`config.mk`:
```
export PLATFORM = sky130hd
export DESIGN_NAME = seq_monitor
export DESIGN_NICKNAME = d
export VERILOG_FILES = /design/src/rtl/seq_monitor_pkg.sv /design/src/rtl/seq_pred.sv /design/src/rtl/seq_monitor.sv
export SDC_FILE = /design/constraint.sdc
export NUM_CORES = 1
export LEC_CHECK = 0
export CORE_MARGIN = 4
export CORE_UTILIZATION = 30
export DETAILED_ROUTE_END_ITERATION = 8
export DONT_BUFFER_PORTS = 1
export PLACE_DENSITY = 0.55
export SYNTH_ARGS = -nofsm -noshare
export SYNTH_HDL_FRONTEND = slang
export SYNTH_SLANG_ARGS = --single-unit
```
`constraint.sdc`:
```
create_clock -name clk -period 2.7 [get_ports clk]
set_input_delay 0.54 -clock clk [delete_from_list [all_inputs] [get_ports clk]]
set_output_delay 0.54 -clock clk [all_outputs]
set_load 0.1 [all_outputs]
```
`src/rtl/seq_monitor_pkg.sv`:
```
// Shared definitions for the seq_monitor block: sample widths, limits and FSM encoding.
package seq_monitor_pkg;
   localparam int                CNT_W     = 5;
   localparam logic [CNT_W-1:0]  CNT_MAX   = 5'd31;
   localparam int                ERR_CNT_W = 8;

   typedef enum logic [1:0] {
      ST_UNLOCKED = 2'b00,
      ST_LOCKING  = 2'b01,
      ST_LOCKED   = 2'b10
   } state_t;
endpackage

```
`src/rtl/seq_pred.sv`:
```
// Combinational next-value predictor for the upstream skip counter.
import seq_monitor_pkg::*;

module seq_pred (
   input  logic [CNT_W-1:0] p,
   output logic [CNT_W-1:0] pred
);

   // 31 wraps to 0, 3..30 skip by two (mod 32), 0..2 step by one
   always_comb begin
      pred = p + 5'd1;
      if (p == CNT_MAX) begin
         pred = 5'd0;
      end else if (p > 5'd2) begin
         pred = p + 5'd2;
      end else begin
         pred = p + 5'd1;
      end
   end

endmodule

```
`src/rtl/seq_monitor.sv`:
```
// Lock/error monitor for the skip-counter sequence; all outputs registered.
// Define SEQ_MONITOR_ERR_CNT_EN to build the saturating err_cnt counter (else err_cnt is tied to 0).
import seq_monitor_pkg::*;

module seq_monitor #(
   parameter int LOCK_N = 4
) (
   input  logic                 clk,
   input  logic                 rst,
   input  logic [CNT_W-1:0]     cnt_in,
   input  logic                 cnt_vld,
   input  logic                 clr,
   output logic                 locked,
   output logic                 err_pulse,
   output logic                 wrap_pulse,
   output logic [ERR_CNT_W-1:0] err_cnt
);

   localparam logic [3:0] LOCK_N_C = 4'(LOCK_N);

   state_t           state_r;
   logic [CNT_W-1:0] hist_r;
   logic             hist_vld_r;
   logic [3:0]       run_r;
   logic             locked_r;
   logic             err_pulse_r;
   logic             wrap_pulse_r;
   logic [CNT_W-1:0] pred_s;
   logic             match_s;
   logic [3:0]       run_inc_s;
   logic             wrap_s;

   seq_pred u_pred (
      .p    (hist_r),
      .pred (pred_s)
   );

   assign match_s   = (cnt_in == pred_s);
   assign run_inc_s = (run_r >= LOCK_N_C) ? LOCK_N_C : (run_r + 4'd1);
   assign wrap_s    = (hist_r == CNT_MAX) && (cnt_in == 5'd0);

   // Sequence FSM: history, match run and the registered lock/pulse outputs
   always_ff @(posedge clk or posedge rst) begin
      if (rst) begin
         state_r      <= ST_UNLOCKED;
         hist_r       <= 5'd0;
         hist_vld_r   <= 1'b0;
         run_r        <= 4'd0;
         locked_r     <= 1'b0;
         err_pulse_r  <= 1'b0;
         wrap_pulse_r <= 1'b0;
      end else if (clr) begin
         state_r      <= ST_UNLOCKED;
         hist_r       <= 5'd0;
         hist_vld_r   <= 1'b0;
         run_r        <= 4'd0;
         locked_r     <= 1'b0;
         err_pulse_r  <= 1'b0;
         wrap_pulse_r <= 1'b0;
      end else begin
         err_pulse_r  <= 1'b0;
         wrap_pulse_r <= 1'b0;
         if (cnt_vld) begin
            hist_r     <= cnt_in;
            hist_vld_r <= 1'b1;
            // The very first sample after reset/clear only seeds the history
            if (hist_vld_r) begin
               case (state_r)
                  ST_UNLOCKED, ST_LOCKING: begin
                     if (match_s) begin
                        run_r <= run_inc_s;
                        if (run_inc_s >= LOCK_N_C) begin
                           state_r  <= ST_LOCKED;
                           locked_r <= 1'b1;
                        end else begin
                           state_r  <= ST_LOCKING;
                           locked_r <= 1'b0;
                        end
                     end else begin
                        run_r    <= 4'd0;
                        state_r  <= ST_UNLOCKED;
                        locked_r <= 1'b0;
                     end
                  end
                  ST_LOCKED: begin
                     if (match_s) begin
                        run_r        <= run_inc_s;
                        wrap_pulse_r <= wrap_s;
                     end else begin
                        run_r       <= 4'd0;
                        state_r     <= ST_UNLOCKED;
                        locked_r    <= 1'b0;
                        err_pulse_r <= 1'b1;
                     end
                  end
                  default: begin
                     run_r    <= 4'd0;
                     state_r  <= ST_UNLOCKED;
                     locked_r <= 1'b0;
                  end
               endcase
            end
         end
      end
   end

   assign locked     = locked_r;
   assign err_pulse  = err_pulse_r;
   assign wrap_pulse = wrap_pulse_r;

`ifdef SEQ_MONITOR_ERR_CNT_EN
   logic [ERR_CNT_W-1:0] err_cnt_r;
   logic                 err_event_s;

   assign err_event_s = cnt_vld && hist_vld_r && (state_r == ST_LOCKED) && !match_s;

   // Saturating count of sequence breaks seen while locked
   always_ff @(posedge clk or posedge rst) begin
      if (rst) begin
         err_cnt_r <= {ERR_CNT_W{1'b0}};
      end else if (clr) begin
         err_cnt_r <= {ERR_CNT_W{1'b0}};
      end else if (err_event_s && (err_cnt_r != {ERR_CNT_W{1'b1}})) begin
         err_cnt_r <= err_cnt_r + 8'd1;
      end else begin
         err_cnt_r <= err_cnt_r;
      end
   end

   assign err_cnt = err_cnt_r;
`else
   assign err_cnt = {ERR_CNT_W{1'b0}};
`endif

endmodule

```
==> run_results.csv <==
group,metric,value,unit
outcome,status,"finished, final reports clean",
final_layout,drive_gt1_frac,0.147,
timing,fmax,417,MHz
drt,drc,0,
setup_path,path_max_fanout,10,
setup_path,cp-end-kind,"flop",
logic_synthesis,synth_area,1040,um2
grt,use_met3,0.0472,
grt,top_usage_layer,"met2",
drt,viasPerCell,4.92,
logic_synthesis,yosysSeqAreaShare,0.337,
timing,worst_pin_slew,0.873,ns
power,powerDensity,429,nW/um2
timing,skew,0.00212,ns
grt,grtUsageTotal,0.0945,
cts,clockRootBuffer,"clkbuf_4",
place,routabilityCongestion,0.825,
logic_synthesis,synth_top_cell_by_area,"dfrtp_1",
setup_path,critPathLaunchType,"flop",
setup_path,slowest_stage,"dfrtp_1",
final_layout,n_antenna_cell,0,
place,postPlaceCellArea,1060,um2
cts,clkSinkCount,14,
drt,wirelength,1940,um
timing,setup_ws,0.303,ns
cts,htree_levels,1,
die,dieArea,4470,um2
logic_synthesis,netlist_top_cells_count,"dfrtp_1, nor2_1, buf_4, nand2_1",
setup_path,crit_arrival,2.58,ns
grt,grt_util_met2,0.158,
logic_synthesis,synth_ff_type,"dfrtp_1",
final_layout,area_growth,4.09,%
die,placeableCoreArea,3340,um2
cts,cts_hold_buffers,0,
timing,final_hold_viol_count,0,
cts,clk_pin_slew,0.07,ns
cts,cts_tree,"built",
logic_synthesis,synth_area_leaders,"dfrtp_1, ha_1, buf_4",
timing,setup_viol,0,
timing,slew_headroom,0.419,
cts,cts_resized,0,
drt,drtAntennaViolNets,0,
cts,clock_latency,0.27,ns
setup_path,path_cells,"ha_1 > and3_1 > ha_1 > nor2b_1 > o21ai_0 > a211oi_1 > xnor2_1 > nand4_4 > a211oi_2",
setup_path,crit_required,2.89,ns
drt,drt_iter0_drc,13,
final_layout,post-route-cell-area,1080,um2
timing,min_period_over_period,0.888,
place,pre_cts_ws,0.305,ns
grt,use_met1,0.106,
setup_path,slowest_delay,0.50,ns
logic_synthesis,synth_cell_types,40,
power,total_power,0.465,mW
grt,grt_pass1_wl,3180,um
cts,cts_buffer_depth,2,
logic_synthesis,synth.most_common_cell,"dfrtp_1",
grt,overflow,0,
die,initial_core_util,0.312,
logic_synthesis,netlist.area_leader.share,0.337,
logic_synthesis,synth_edf_count,0,
setup_path,crit_family,"compound AO/OA/AOI/OAI gates",
timing,hold_ws,0.183,ns
die,die_x,66.9,um
place,io_buffers,0,
timing,rsz0062_at_grt,"no",
place,place_hpwl,1570,um
die,io_pins,20,
logic_synthesis,synth_cells,108,
power,p_leak,0.483,nW
power,vdd_drop_max,0.185,mV
timing,final_max_slew_viol_count,0,
timing,fin_setup_tns,0,ns
timing,min_period,2.40,ns
drt,vias,762,
job,cap_viol_max_count,0,
final_layout,nFillCells,354,
final_layout,nets,126,
grt,antenna_found_initial,0,
cts,cts_made_buffers,3,
setup_path,cp_common_cell,"ha_1",
grt,grt_max_degree,15,
drt,wl_per_cell,12.5,um
logic_synthesis,ys_ff_latch,14,
logic_synthesis,synthArstFlopShare,1.00,
cts,post_cts_buffers,0,
logic_synthesis,yosys_warnings,0,
drt,firstDrtPassIters,4,
grt,grt_pass1_vias,724,
die,fp-row-count,21,
min_path,min_path_type,"in2async",
setup_path,cp_num_buf_inv,0,
logic_synthesis,synth.avg_cell_area,9.63,um2
setup_path,path_class,"reg2reg",
die,die_h,66.9,um
## cell usage in the layout, fill, tap and decap left out, types with 2 or more instances in the layout
cell type  instances
mux2i_1            6
nand3_1            3
clkbuf_4           3
o21ai_0            5
ha_1               6
xor2_1             2
inv_1              5
nor2_1            12
a211oi_1           2
or3_1              3
dfrtp_1           14
nand2_1            7
o211ai_1           2
and4_1             3
conb_1             8
xnor2_1            4
## per-stage QoR
step,util,std cells
final,0.324,155
after floorplan,-,115
after detailed placement,0.318,152
after global placement,0.318,152
after CTS,0.324,155
after global routing,0.324,155
## final timing paths
| check | start | to | cells past startpoint | slack, ns |
|---|---|---|---|---|
| worst max-delay path | hist_r[1] | state_r[1] | 9 | 0.30 |
| worst min-delay path | rst | hist_r[2] | 1 | 0.18 |
| worst max register to register | hist_r[1] | state_r[1] | 9 | 0.30 |
| worst min register to register | hist_vld_r | hist_vld_r | 2 | 0.50 |
| max in group asynchronous | rst | hist_r[0] | 1 | 2.17 |
| min in group clk | clr | state_r[1] | 1 | 0.32 |
## routing by layer
layer  routed length [um]  vias to the layer above
li1                     -                      369
met1                  827                      365
met2                  924                       26
met3                  169                        2
met4                   18                        0
met5                    0                        -
## cell type report
class / instances / area, um2 / share of cell area
Multi-Input combinational cell: 86 / 626 / 0.578
Sequential cell: 14 / 350 / 0.324
Tap cell: 46 / 57.6 / 0.0532
Clock buffer: 3 / 22.5 / 0.0208
Inverter: 5 / 18.8 / 0.0173
Timing Repair Buffer: 1 / 7.51 / 0.00694
## cell families after synthesis
family | after synthesis | synth area share
other | 1 | 0.00361
adder cells (fa/ha/maj) | 6 | 0.0722
multiplexers | 7 | 0.0686
XOR/XNOR | 7 | 0.0662
buffers and inverters | 15 | 0.0866
AO/OA/AOI/OAI | 18 | 0.136
flip-flops | 14 | 0.337
AND/OR/NAND/NOR | 40 | 0.230
## where the power goes
group          leakage (nW)  switching [mW]  internal (mW)
combinational         0.278          0.0913         0.0389
sequential            0.191          0.0101          0.216
clock                0.0138          0.0569         0.0516
## worst reg2reg max path: cells and delay by family, from the launching register on
| kind | cells | cell delay [ns] |
|---|---|---|
| DFF | 1 | 0.50 |
| adders and majority gates | 2 | 0.53 |
| xor gates and xnor gates | 1 | 0.21 |
| AOI/OAI and AO/OA | 3 | 0.61 |
| and+or+nand+nor | 3 | 0.46 |
## flip-flops by register name (all words and copies together) (netlist names)
name / count
hist_r: 5
run_r: 4
state_r: 2
err_pulse: 1
hist_vld_r: 1
wrap_pulse: 1
(Power assumes the default switching activity.)
